$ cat src/rtl/encoder_ctrl_pkg.sv
// Shared constants for the encoder round scheduler: state encoding, stage
// indices and default run geometry.
package encoder_ctrl_pkg;

   localparam int ST_W = 3;

   localparam logic [ST_W-1:0] ST_IDLE  = 3'd0;
   localparam logic [ST_W-1:0] ST_LOAD  = 3'd1;
   localparam logic [ST_W-1:0] ST_ISSUE = 3'd2;
   localparam logic [ST_W-1:0] ST_WAIT  = 3'd3;
   localparam logic [ST_W-1:0] ST_WRITE = 3'd4;
   localparam logic [ST_W-1:0] ST_DONE  = 3'd5;
   localparam logic [ST_W-1:0] ST_ABORT = 3'd6;

   localparam int STG_COLPAR  = 0;
   localparam int STG_ROTATE  = 1;
   localparam int STG_PERMUTE = 2;
   localparam int STG_REVAL   = 3;
   localparam int STG_ADDRC   = 4;

   localparam int DEF_NUM_STAGES = STG_ADDRC + 1;
   localparam int DEF_NUM_ROUNDS = 24;

endpackage

$ cat src/rtl/ctrl_watchdog.sv
// Saturating per-stage wait counter; expired flags the last permitted WAIT
// cycle. TIMEOUT of 0 disables expiry entirely.
module ctrl_watchdog #(
   parameter int TIMEOUT = 1024
) (
   input  logic clk,
   input  logic rst,
   input  logic clear,
   input  logic enable,
   output logic expired
);

   localparam int WW = (TIMEOUT > 0) ? $clog2(TIMEOUT + 1) : 1;
   localparam logic [WW-1:0] LIMIT = WW'(TIMEOUT);
   localparam logic [WW-1:0] LAST = (TIMEOUT > 0) ? WW'(TIMEOUT - 1) : WW'(0);
   localparam bit ENABLED = (TIMEOUT != 0);

   logic [WW-1:0] count;

   // Wait-cycle counter, cleared on each stage issue and held at LIMIT.
   always_ff @(posedge clk or negedge rst) begin
      if (!rst) begin
         count <= WW'(0);
      end else if (clear) begin
         count <= WW'(0);
      end else if (enable && (count != LIMIT)) begin
         count <= count + WW'(1);
      end else begin
         count <= count;
      end
   end

   assign expired = ENABLED && (count == LAST);

endmodule

$ cat src/rtl/encoder_round_scheduler.sv
// Round/stage sequencer for the encoder permutation datapath: issues each
// stage engine in order for every round, with file load/store and a watchdog abort.
module encoder_round_scheduler
   import encoder_ctrl_pkg::*;
#(
   parameter int NUM_STAGES = DEF_NUM_STAGES,
   parameter int NUM_ROUNDS = DEF_NUM_ROUNDS,
   parameter int TIMEOUT    = 1024,
   parameter int SW         = $clog2(NUM_STAGES),
   parameter int RW         = $clog2(NUM_ROUNDS)
) (
   input  logic                  clk,
   input  logic                  rst,
   input  logic                  start,
   input  logic [NUM_STAGES-1:0] stage_done,
   output logic                  read_file,
   output logic                  dp_clear,
   output logic [NUM_STAGES-1:0] stage_start,
   output logic [SW-1:0]         stage_sel,
   output logic [RW-1:0]         round_idx,
   output logic                  write_file,
   output logic                  busy,
   output logic                  finish,
   output logic                  error
);

   localparam logic [SW-1:0] LAST_STAGE = SW'(NUM_STAGES - 1);
   localparam logic [RW-1:0] LAST_ROUND = RW'(NUM_ROUNDS - 1);

   logic [ST_W-1:0]       state;
   logic [ST_W-1:0]       state_nxt;
   logic [SW-1:0]         stage;
   logic [RW-1:0]         round;
   logic [NUM_STAGES-1:0] stage_mask;
   logic                  active_done;
   logic                  accept;
   logic                  wd_clear;
   logic                  wd_enable;
   logic                  wd_expired;
   logic                  error_flag;

   // Only the active stage's done bit can ever advance the sequence.
   assign stage_mask  = NUM_STAGES'(1) << stage;
   assign active_done = |(stage_done & stage_mask);
   assign accept      = (state == ST_WAIT) && active_done;

   assign wd_clear  = (state == ST_ISSUE);
   assign wd_enable = (state == ST_WAIT) && !active_done;

   ctrl_watchdog #(
      .TIMEOUT (TIMEOUT)
   ) u_watchdog (
      .clk     (clk),
      .rst     (rst),
      .clear   (wd_clear),
      .enable  (wd_enable),
      .expired (wd_expired)
   );

   // Next-state decode; an accepted done takes priority over a same-cycle timeout.
   always_comb begin
      state_nxt = state;
      case (state)
         ST_IDLE: begin
            if (start) begin
               state_nxt = ST_LOAD;
            end else begin
               state_nxt = ST_IDLE;
            end
         end
         ST_LOAD:  state_nxt = ST_ISSUE;
         ST_ISSUE: state_nxt = ST_WAIT;
         ST_WAIT: begin
            if (active_done) begin
               if ((stage == LAST_STAGE) && (round == LAST_ROUND)) begin
                  state_nxt = ST_WRITE;
               end else begin
                  state_nxt = ST_ISSUE;
               end
            end else if (wd_expired) begin
               state_nxt = ST_ABORT;
            end else begin
               state_nxt = ST_WAIT;
            end
         end
         ST_WRITE: state_nxt = ST_DONE;
         ST_ABORT: state_nxt = ST_DONE;
         ST_DONE:  state_nxt = ST_IDLE;
         default:  state_nxt = ST_IDLE;
      endcase
   end

   // State register.
   always_ff @(posedge clk or negedge rst) begin
      if (!rst) begin
         state <= ST_IDLE;
      end else begin
         state <= state_nxt;
      end
   end

   // Stage and round counters; the final accepted done leaves both at their last value.
   always_ff @(posedge clk or negedge rst) begin
      if (!rst) begin
         stage <= SW'(0);
         round <= RW'(0);
      end else if (state == ST_LOAD) begin
         stage <= SW'(0);
         round <= RW'(0);
      end else if (accept) begin
         if (stage != LAST_STAGE) begin
            stage <= stage + SW'(1);
            round <= round;
         end else if (round != LAST_ROUND) begin
            stage <= SW'(0);
            round <= round + RW'(1);
         end else begin
            stage <= stage;
            round <= round;
         end
      end else begin
         stage <= stage;
         round <= round;
      end
   end

   // Sticky abort flag, cleared when a new run loads.
   always_ff @(posedge clk or negedge rst) begin
      if (!rst) begin
         error_flag <= 1'b0;
      end else if (state == ST_LOAD) begin
         error_flag <= 1'b0;
      end else if (state == ST_ABORT) begin
         error_flag <= 1'b1;
      end else begin
         error_flag <= error_flag;
      end
   end

   assign read_file   = (state == ST_LOAD);
   assign dp_clear    = (state == ST_LOAD);
   assign stage_start = (state == ST_ISSUE) ? stage_mask : NUM_STAGES'(0);
   assign stage_sel   = stage;
   assign round_idx   = round;
   assign write_file  = (state == ST_WRITE);
   assign busy        = (state != ST_IDLE);
   assign finish      = (state == ST_DONE);
   assign error       = error_flag;

endmodule

$ cat config.mk
export PLATFORM = sky130hd
export DESIGN_NAME = encoder_round_scheduler
export DESIGN_NICKNAME = d
export VERILOG_FILES = /design/src/rtl/encoder_ctrl_pkg.sv /design/src/rtl/ctrl_watchdog.sv /design/src/rtl/encoder_round_scheduler.sv
export SDC_FILE = /design/constraint.sdc
export NUM_CORES = 1
export LEC_CHECK = 0
export CAP_MARGIN = 20
export CORE_MARGIN = 3
export CORE_UTILIZATION = 56
export DETAILED_ROUTE_END_ITERATION = 10
export PLACE_DENSITY = 0.84
export REMOVE_ABC_BUFFERS = 1
export SETUP_SLACK_MARGIN = 0.3
export SYNTH_ARGS = -nofsm -noshare
export SYNTH_HDL_FRONTEND = slang
export SYNTH_SLANG_ARGS = --single-unit
$ cat constraint.sdc
create_clock -name clk -period 3.8 [get_ports clk]
set_clock_uncertainty 0.15 [all_clocks]
set_input_delay 0.57 -clock clk [delete_from_list [all_inputs] [get_ports clk]]
set_output_delay 0.57 -clock clk [all_outputs]
set_load 0.02 [all_outputs]
Yosys cells after proc, flatten, opt, wreduce, memory -nomap -nowiden

Index checks and enable logic that the tools add are counted.

Equal/unequal tests: 13
Add/sub/neg operators: 3
Mux-type cells: 18
Reduce and logical (&&, ||, !) cells: 16
Shift-type cells: 1
Bitwise logic cells: 1

Operator list:

| operator                                                           | number |
|---|---|
| 5-bit 2-to-1 mux                                                   | 5 |
| 11-bit 2-to-1 mux                                                  | 2 |
| 3-bit 2-to-1 mux                                                   | 7 |
| 3-bit case mux with 5 select lines                                 | 1 |
| 3-bit == test (second input constant)                              | 4 |
| 11-bit by 1-bit adder with 11-bit output (second input constant)   | 1 |
| 11-bit by 10-bit == test with 1-bit output (second input constant) | 1 |
| 11-bit inequality test (second input constant)                     | 1 |
| 2-bit nonzero test                                                 | 4 |
| 3-bit by 2-bit == test with 1-bit output (second input constant)   | 2 |
| 3-bit nonzero test                                                 | 2 |
| 5-bit by 1-bit adder with 5-bit output (second input constant)     | 1 |
| 5-bit bitwise AND                                                  | 1 |
| 5-bit == test (second input constant)                              | 1 |
| 5-bit inequality test (second input constant)                      | 1 |
| 5-bit OR reduction                                                 | 1 |
| 1-bit by 3-bit << shifter with 5-bit output (first input constant) | 1 |
| 1-bit logical AND                                                  | 4 |
| 3-bit by 1-bit adder with 3-bit output (second input constant)     | 1 |
| 3-bit by 1-bit == test with 1-bit output (second input constant)   | 1 |
| 3-bit zero test                                                    | 1 |
| 1-bit 2-to-1 mux                                                   | 3 |
| 3-bit inequality test (second input constant)                      | 1 |
| 3-bit AND reduction                                                | 1 |
| other kinds (4)                                                    | 4 |

Register bits: 23

Logic depth before layout (Yosys ltp)

Gate-level depths: netlist of run 1.

Word-level depth: 8
Gate-level depth with buffers: 7
Gate-level depth less buffers: 6

Hierarchy

Synthesis of run 1 repeated with hierarchy kept, for this count alone.

Cells, all modules: 159
Area, all modules: 1,488.9 µm²

Modules (own cells, without submodules):

| module                  | times used | cells an instance | area an instance (µm²) |
|---|---|---|---|
| encoder_round_scheduler | 1          | 92                | 858.3 |
| ctrl_watchdog           | 1          | 67                | 630.6 |

Worst setup path before layout of run 1

Ideal clock, no wire load.

Path type: reg-to-output
Start: register state[1]
End: output port stage_start[0]
Buffers on the path: 1
Stages on the path, launching flop included: 4
Setup slack: 1.577 ns
Data arrival time: 1.503 ns
Data required time: 3.080 ns
Path through: dfrtp_1 > clkbuf_1 > nor3b_1 > and3_1

Word-level cells in the longest chain between the ends: 2

RTL lines:

| what                                     | line                           | text |
|---|---|---|
| start: declaration                       | encoder_round_scheduler.sv:30  | `logic [ST_W-1:0] state;` |
| start signal: assignment                 | encoder_round_scheduler.sv:98  | `state <= state_nxt;` |
| 3-bit by 2-bit == test with 1-bit output | encoder_round_scheduler.sv:142 | `assign stage_start = (state == ST_ISSUE) ? stage_mask : NUM_STAGES'(0);` |
| 5-bit 2-to-1 mux                         | encoder_round_scheduler.sv:142 |  |
| end: declaration                         | encoder_round_scheduler.sv:18  | `output logic [NUM_STAGES-1:0] stage_start,` |

No other way between the ends.

Worst setup path in the final report of run 1

Start: register state[0]
End: output port read_file

Word-level cells in the longest chain between the ends: 1

RTL lines:

| what                                     | line                           | text |
|---|---|---|
| 3-bit by 1-bit == test with 1-bit output | encoder_round_scheduler.sv:140 | `assign read_file = (state == ST_LOAD);` |
| end: declaration                         | encoder_round_scheduler.sv:16  | `output logic read_file,` |

No other way between the ends.

==> flow_summary.ini, run 1 <==
[floorplan]
row_count = 18
coreArea_sq_um = 2500
start_util_pct = 59.5
die_area_sq_um = 3310
ios = 27
die_y_microns = 57.5
die_x_microns = 57.5

[synth]
synth-edff-count = 0
yosysWarningCount = 0
syn_inst = 163
synth-seq-cells = 23
yosysMostFrequentCell = dfrtp_1
syn_area_per_cell_sq_um = 9.13
synthTopCellsByCount = dfrtp_1, nand2_1, nand3_1
synthTopCellsByArea = dfrtp_1, ha_1, mux2i_1
seq_area_frac_synth_pct = 38.7
syn_area_sq_um = 1490
synth_largest_area_cell = dfrtp_1
synth_top_area_share_pct = 38.7
ys.flop_type = dfrtp_1
ys_async_sr_fraction_pct = 100
netlist-cell-type-count = 42

[sta]
fmaxAchievable_mhz = 326
holdWs_ps = 362
relSlewSlack_pct = 66.2
hold_violations = 0
rsz0062_at_grt = false
period_share_pct = 80.7
drv_slew = 0
fin_tns_setup_ps = 0
period_minus_slack_ps = 3070
worst_slew_pin_slew_ps = 494
setup_viol = 0

[global_routing]
grt_pass1_wl_microns = 6110
grt-ovfl-total = 0
grt_pass1_vias = 1393
grt_max_degree = 24
antenna_found_initial = 0
grtUsageTotal_pct = 22.8

[pwr]
p_total_uw = 378
p_leak_uw = 0.000789
peakVddDrop_mv = 0.208
power_density_nw_per_um2 = 209

[clock_network]
cts.path.max_buffers = 2
ctsHoldBuffers = 0
post_cts_buffers = 0
clkSinkCount = 23
cts_buffers = 3
cts_tree = yes
cts-htree-levels = 1
cts_resized = 0
clk_latency_ps = 320
clk_pin_slew_ps = 140
ctsRootBufferMaster = clkbuf_4

[placement]
io_buffers = 26
place_congestion = 0.856
hpwl_microns = 2630
placedInstanceArea_sq_um = 1760

[worst_setup_path]
critPathArrivalTime_ps = 2350
r2r-start = stage_sel[2]
path_max_fanout = 14
startpoint = state[0]
crit_required_ps = 3080
critPathCaptureType = output port
cp_cell_sequence = or3b_2 > inv_1 > clkdlybuf4s50_1
path_class = reg2out
start_kind = flip-flop
cp_slowest_stage_delay_ps = 650
slowest_stage = clkdlybuf4s50_1

[drt]
drc = 0
wire_per_inst_microns = 16.5
wl_microns = 3600
viasPerCell = 6.46
vias = 1409
ant_nets = 0
drtIter0Drc = 86
drt-pass1-iter-count = 4

[finish]
fin_util_pct = 72.2
nNetsFinal = 205
diodes = 0
drive_gt1_share_pct = 5.85
fillers = 196
area_growth_pct = 21.3
final_cell_area_sq_um = 1800

[outcome]
run_status = finished, final reports clean

[job]
drv_cap = 0

[hold_path]
hold_class = in2async
## cell usage in the layout, fill, tap and decap left out, types with 4 or more instances in the layout
master           Yosys  final
nor3b_1              4      4
o21ai_0              5      5
nor4_1               4      4
nand3_1             11     11
and3_1               5      5
nand4_1              6      6
a21oi_1              8      8
clkdlybuf4s50_1      0     26
inv_1                7      7
nand2_1             16     16
ha_1                 8      8
mux2i_1              6      6
nor2_1               7      7
dfrtp_1             23     23
and3b_1              4      4
## logic make-up (layout without fill, tap and decap cells)
logic type               Yosys count  count (layout)  synth area share, %
multiplexers                       8               8                 5.80
flip-flops                        23              23                 38.7
AND/OR/NAND/NOR                   76              76                 29.1
AO/OA/AOI/OAI                     33              33                 15.3
buffers and inverters             15              40                 4.37
adder cells (fa/ha/maj)            8               8                 6.73
## stage by stage
stage	worst slack, ps	instances
2_1_floorplan	1220	155
3_3_place_gp	1210	213
3_5_place_dp	1120	213
4_1_cts	756	217
5_1_grt	612	218
6_report	734	218
## state kept, by name, summed over array words and instances (netlist names)
| name | flops |
|---|---|
| round_idx | 5 |
| state | 3 |
| error | 1 |
| u_watchdog.count | 11 |
| stage_sel | 3 |
## power by group
part | switching [uW] | leakage (uW) | internal (uW)
sequential | 0 | 0.000254 | 245
clock | 79.1 | 0.0000177 | 39.5
combinational | 6.30 | 0.000517 | 8.38
total | 85.4 | 0.000789 | 293
## cell type report
class                   instances  area (sq um)  area share [%]
clock buffers                   3          22.5            1.25
clock inverters                 1          5.00           0.277
inverters                       7          26.3            1.46
multi-input cells             125           847            46.9
flip-flops and latches         23           576            31.9
well taps                      30          37.5            2.08
repair buffers                 29           290            16.1
## worst max-delay path, delay by kind of cell, from the launching register on
| kind | cells | cell delay [ps] |
|---|---|---|
| flops | 1 | 590 |
| simple gates | 1 | 540 |
| buf+inv | 2 | 880 |
## path summary, 6_finish.rpt
kind                                  endpoint  slack (ps)  depth (start not counted)
min                        u_watchdog.count[7]         360                          1
max reg2reg                u_watchdog.count[6]        1470                          6
min in group clk           u_watchdog.count[2]         380                          1
max                                  read_file         730                          3
max in group asynchronous                error        2680                          2
min reg2reg                u_watchdog.count[2]         380                          1
## per-layer routing
| layer | share of wire, % | wire [microns] | up-vias | GRT usage, % |
|---|---|---|---|---|
| met4 | 1.3 | 48 | 0 | 6.62 |
| met2 | 47 | 1690 | 58 | 35.3 |
| li1 | - | - | 667 | - |
| met3 | 6.2 | 222 | 9 | 4.98 |
| met5 | 0 | 0 | - | 0 |
| met1 | 45 | 1630 | 675 | 31.9 |
(Power assumes the default switching activity.)
==> inputs of run 2 (changes only) <==
- CORE_UTILIZATION: 56 -> 47
- PLACE_DENSITY: 0.84 -> 0.76
- clock period: 3.8 -> 2.6 ns (I/O delays scaled with it)
==> flow_summary.ini, run 2 (same netlist as run 1, synthesis figures left out) <==
[outcome]
run_status = finished, final reports clean

[placement]
hpwl_microns = 2690
io_buffers = 26
pre_cts_slack_ps = 177
placed_cells = 230
place_congestion = 0.870

[clock_network]
ctsHoldBuffers = 0
cts-htree-levels = 1
clkSinkCount = 23
cts.path.max_buffers = 2
cts_tree = yes
cts_buffers = 3
ctsRootBufferMaster = clkbuf_4
clk_pin_slew_ps = 140
clk_latency_ps = 320

[sta]
setup_ws_ps = 283
fmaxAchievable_mhz = 432
fin_tns_setup_ps = 0
drv_slew = 0
period_share_pct = 89.1
relSlewSlack_pct = 71.2
holdWs_ps = 253
hold_violations = 0
period_minus_slack_ps = 2320
setup_viol = 0
rsz0062_at_grt = true
worst_slew_pin_slew_ps = 429

[global_routing]
grtUsageTotal_pct = 20.4
grt_max_degree = 24
grt-ovfl-total = 0
antenna_found_initial = 0
grt_pass1_vias = 1418
grt_pass1_wl_microns = 6560

[floorplan]
row_count = 19
ios = 27
start_util_pct = 51.7
die_area_sq_um = 3880
die_y_microns = 62.3
die_x_microns = 62.3
coreArea_sq_um = 2880

[worst_setup_path]
cp_slowest_stage_delay_ps = 520
cp_cell_sequence = or3b_2 > nor2_1 > dlygate4sd2_1
path_max_fanout = 10
crit_required_ps = 2060
r2r_cells = 6
critPathArrivalTime_ps = 1780
path_class = reg2out
slowest_stage = or3b_2
critPathCaptureType = output port
start_kind = flip-flop

[pwr]
comb_power_share_pct = 3.7
seqPwrFrac_pct = 64.7
p_leak_uw = 0.000855
netSwitchingPower_uw = 126
switching_share_pct = 22.8
peakVddDrop_mv = 0.169
clkPwrFrac_pct = 31.5
power_density_nw_per_um2 = 288
intPower_uw = 426

[finish]
final_cell_mix = dfrtp_1, clkdlybuf4s50_1, nand2_1
instances_no_fill = 244
largest_reg_flops = 11
nNetsFinal = 219
area_growth_pct = 28.8
fin_util_pct = 66.6
fillers = 221
drive_gt1_share_pct = 19.8
diodes = 0
largest-register = u_watchdog.count

[drt]
wire_per_inst_microns = 16.3
drc = 0
drt-pass1-iter-count = 4
met1_length_microns = 1750
met2_length_microns = 2000
drtIter0Drc = 162
viasPerCell = 5.98
ant_nets = 0
wl_met3_microns = 179
vias = 1459
wl_microns = 3980
top_layer = met4

[job]
drv_cap = 0

[hold_path]
hold_class = in2async
## run 2: cell types whose count changed in the layout (fill, tap and decap cells not counted), sizes merged
cell,change
dlymetal6s2s,+1
clkbuf,+7
clkdlybuf4s50,-8
dlygate4sd2,+1
buf,+12
clkdlybuf4s15,+1
## run 2: layer usage
metal  track usage [%]  vias to the layer above
met4              8.26                        0
met1              25.4                      709
met3              3.24                        6
li1                  -                      694
met2              35.3                       50
met5                 0                        -
## run 2: power groups by stage
stage / registers [uW] / logic (uW) / clock network [uW]
after floorplan: 365 / 1.54 / 0
after global placement: 364 / 20.6 / 0
after CTS: 358 / 20.7 / 175
final: 358 / 20.5 / 174
after detailed placement: 364 / 20.8 / 0
after global routing: 358 / 22.7 / 198
## run 2: worst max-delay path, delay by kind of cell, from the launching register on
kind,cells,cell delay (ps)
buffers and inverters,1,340
flip-flops,1,490
AND/OR/NAND/NOR,2,620
## run 2: what timing repair did
item | in CTS | in global routing
endpoints found under the setup margin | 10 | 12
gates resized for setup | 13 | 17
buffers inserted | 4 | 6
## run 2: worst paths after layout
check                                            to  slack (ps)                 from
max in group asynchronous              stage_sel[1]        1780                  rst
worst max register to register  u_watchdog.count[6]         380         stage_sel[1]
worst min-delay path            u_watchdog.count[6]         250                  rst
min in group clk                u_watchdog.count[2]         390  u_watchdog.count[2]
worst max-delay path                 stage_start[4]         280             state[0]
worst min register to register  u_watchdog.count[2]         390  u_watchdog.count[2]
## run 2: area by class of cell
class | count | area (sq um) | area share (%)
clock inverter | 1 | 5.00 | 0.261
timing repair buffer | 43 | 360 | 18.8
tap | 42 | 52.6 | 2.74
inverter | 7 | 26.3 | 1.37
clock buffer | 3 | 22.5 | 1.18
multi-input combinational | 125 | 867 | 45.3
sequential | 23 | 582 | 30.4
## run 2: metrics by stage
step / instance area (sq um) / power, uW
global route: 1920 / 578
floorplan: 1450 / 366
global placement: 1810 / 385
detailed placement: 1810 / 385
CTS: 1870 / 554
finish: 1920 / 553
==> RTL change, RTL diff (flow settings as in run 1) <==
Reset style: synchronous (`rst`), changed in 4 clocked blocks.
--- a/src/rtl/ctrl_watchdog.sv
+++ b/src/rtl/ctrl_watchdog.sv
@@ -18,7 +18,7 @@
    logic [WW-1:0] count;
 
    // Wait-cycle counter, cleared on each stage issue and held at LIMIT.
-   always_ff @(posedge clk or negedge rst) begin
+   always_ff @(posedge clk) begin
       if (!rst) begin
          count <= WW'(0);
       end else if (clear) begin
--- a/src/rtl/encoder_round_scheduler.sv
+++ b/src/rtl/encoder_round_scheduler.sv
@@ -91,7 +91,7 @@
    end
 
    // State register.
-   always_ff @(posedge clk or negedge rst) begin
+   always_ff @(posedge clk) begin
       if (!rst) begin
          state <= ST_IDLE;
       end else begin
@@ -100,7 +100,7 @@
    end
 
    // Stage and round counters; the final accepted done leaves both at their last value.
-   always_ff @(posedge clk or negedge rst) begin
+   always_ff @(posedge clk) begin
       if (!rst) begin
          stage <= SW'(0);
          round <= RW'(0);
@@ -125,7 +125,7 @@
    end
 
    // Sticky abort flag, cleared when a new run loads.
-   always_ff @(posedge clk or negedge rst) begin
+   always_ff @(posedge clk) begin
       if (!rst) begin
          error_flag <= 1'b0;
       end else if (state == ST_LOAD) begin
Check against the original RTL: differs if rst is asserted again (counterexample within 4 cycles, from zero or initial values and one cycle with rst low); with rst held inactive, the same outputs for 10 cycles.
==> RTL change against run 1 <==
Final area shrank 7.8%. Sequential share of layout area down 4.2 points. Wire length shrank 14%. Sequential cell count is the same. Synthesized area down 7.7%. Worst setup slack improved by 0.19 ns. First-iteration DRC count is 55% lower. Largest cell class unchanged. Highest routed layer unchanged.
Power is not compared: it rests on default switching activity, and its combinational part moved more than twofold at a synthesized area within 25%.
==> RTL change: results <==
global_routing:
  antenna_found_initial: 0
  overflow: 0
  grt_pass1_wl_mm: 4.97
  grt_pass1_vias: 1183
  grt_max_degree: 15
  grt.total_usage_pct: 19.4
min_path:
  hold_end: "error$_SDFFE_PP0N_"
  holdPathStages: 2
  hp-start: "error$_SDFFE_PP0N_"
  min_path_type: "flop to flop"
clocking:
  clock_latency_ns: 0.32
  cts_root_buf: "clkbuf_4"
  cts_resized: 0
  h-tree-depth: 1
  clockBufferDepth: 2
  clkTransAtPathRegs_ns: 0.14
  cts_made_buffers: 3
  cts_setup_buffers: 0
drt:
  dr.first_iter.drc_count: 39
  wl_per_cell_um: 14.0
  vias: 1331
  first_pass_iters: 4
critical_path:
  cp_max_fo: 9
  reg2reg_from: "stage_sel[0]$_SDFFE_PP0P_"
  reg2reg_slack_ns: 1.02
  r2r_end: "u_watchdog.count[8]$_SDFFE_PP0P_"
  ff2ff_path_depth: 6
synth:
  netlist_top_cells_area: "dfxtp_1 34%, ha_1 7.3%, nand2_1 3.8%"
  ys_seq_area_share_pct: 33.5
  ys_top_cells_by_count: "23 x dfxtp_1, 14 x nand2_1, 10 x a21oi_1, 10 x nand3_1, 10 x nor2_1"
  synth-warning-count: 0
  async_reset_ff_share_pct: 0
  synth.distinct_cells: 48
  synthCells: 169
place:
  gp_congestion: 0.790
  dpl_cell_area_um2: 1630
  port_buffers: 26
  post-place-ws_ns: 0.869
  hpwlAfterDp_mm: 2.24
finish:
  layout.cells.non_filler: 220
  drive_gt1_share_pct: 4.69
  top_register: "u_watchdog.count"
  n_antenna_cell: 0
  fin_nets: 209
  largest_reg_flops: 11
power_and_ir_drop:
  peakVddDrop_mv: 0.305
  p_leak_nw: 0.569
  powerDensity_nw_per_um2: 258
run_status:
  outcome: "complete, no violations"
sta:
  holdWs_ns: 0.364
  worst_pin_slew_ns: 0.772
## RTL change: changes by cell type after synthesis, moves of 3 or more
cell | run 1 | this run
nor3b_1 | 4 | 0
dfxtp_1 | 0 | 23
nor3_1 | 2 | 8
dfrtp_1 | 23 | 0
and3b_1 | 4 | 1
mux2i_1 | 6 | 3
o21ai_0 | 5 | 8
nor2_1 | 7 | 10
clkbuf_1 | 5 | 2
## RTL change: where the power goes
part | switching, mW | leakage (nW) | internal [mW] | total [mW]
Sequential | 0.00491 | 0.186 | 0.244 | 0.249
Clock | 0.0829 | 0.0139 | 0.0403 | 0.123
Combinational | 0.0314 | 0.369 | 0.0263 | 0.0577
Total | 0.119 | 0.569 | 0.310 | 0.430
## RTL change: metal layers
| metal | part of all wire, % | GRT usage (%) | up-vias |
|---|---|---|---|
| met3 | 4.4 | 5.84 | 4 |
| li1 | - | - | 671 |
| met1 | 46 | 23.7 | 617 |
| met4 | 1.0 | 6.25 | 0 |
| met5 | 0 | 0 | - |
| met2 | 48 | 32.4 | 39 |
## RTL change: critical path: stages (launching register included)
cell and delay, ns:
dfxtp_1 0.37, inv_1 0.12, ha_1 0.29, nand2_1 0.26, nor2_1 0.16, clkdlybuf4s50_1 0.62
## RTL change: worst max path at each step
| stage | slack (ns) | depth (start not counted) | endpoint | from |
|---|---|---|---|---|
| 2_1_floorplan | 1.31 | 6 | u_watchdog.count[8]$_SDFFE_PP0P_ | stage_sel[0]$_SDFFE_PP0P_ |
| 3_3_place_gp | 1.01 | 5 | u_watchdog.count[8]$_SDFFE_PP0P_ | stage_done[0] |
| 3_5_place_dp | 0.87 | 5 | u_watchdog.count[8]$_SDFFE_PP0P_ | stage_done[0] |
| 4_1_cts | 0.94 | 5 | stage_start[4] | stage_sel[0]$_SDFFE_PP0P_ |
| 5_1_grt | 0.76 | 5 | stage_start[4] | stage_sel[0]$_SDFFE_PP0P_ |
| 6_report | 0.93 | 5 | stage_start[4] | stage_sel[0]$_SDFFE_PP0P_ |
## RTL change: area by class of cell
type	instances	area (um^2)
Multi-Input combinational cell	131	848
Fill cell	179	612
Sequential cell	23	460
Timing Repair Buffer	26	260
Tap cell	28	35.0
Inverter	8	30.0
Clock buffer	3	22.5
Clock inverter	1	7.51
## RTL change: cells by family after synthesis
logic type | count (synthesis) | share of synthesized area (%)
and+or+nand+nor | 81 | 33.0
xor gates and xnor gates | 2 | 1.28
AOI/OAI and AO/OA | 36 | 17.2
adders and majority gates | 8 | 7.29
buffers and inverters | 15 | 4.74
DFF | 23 | 33.5
muxes | 4 | 3.01
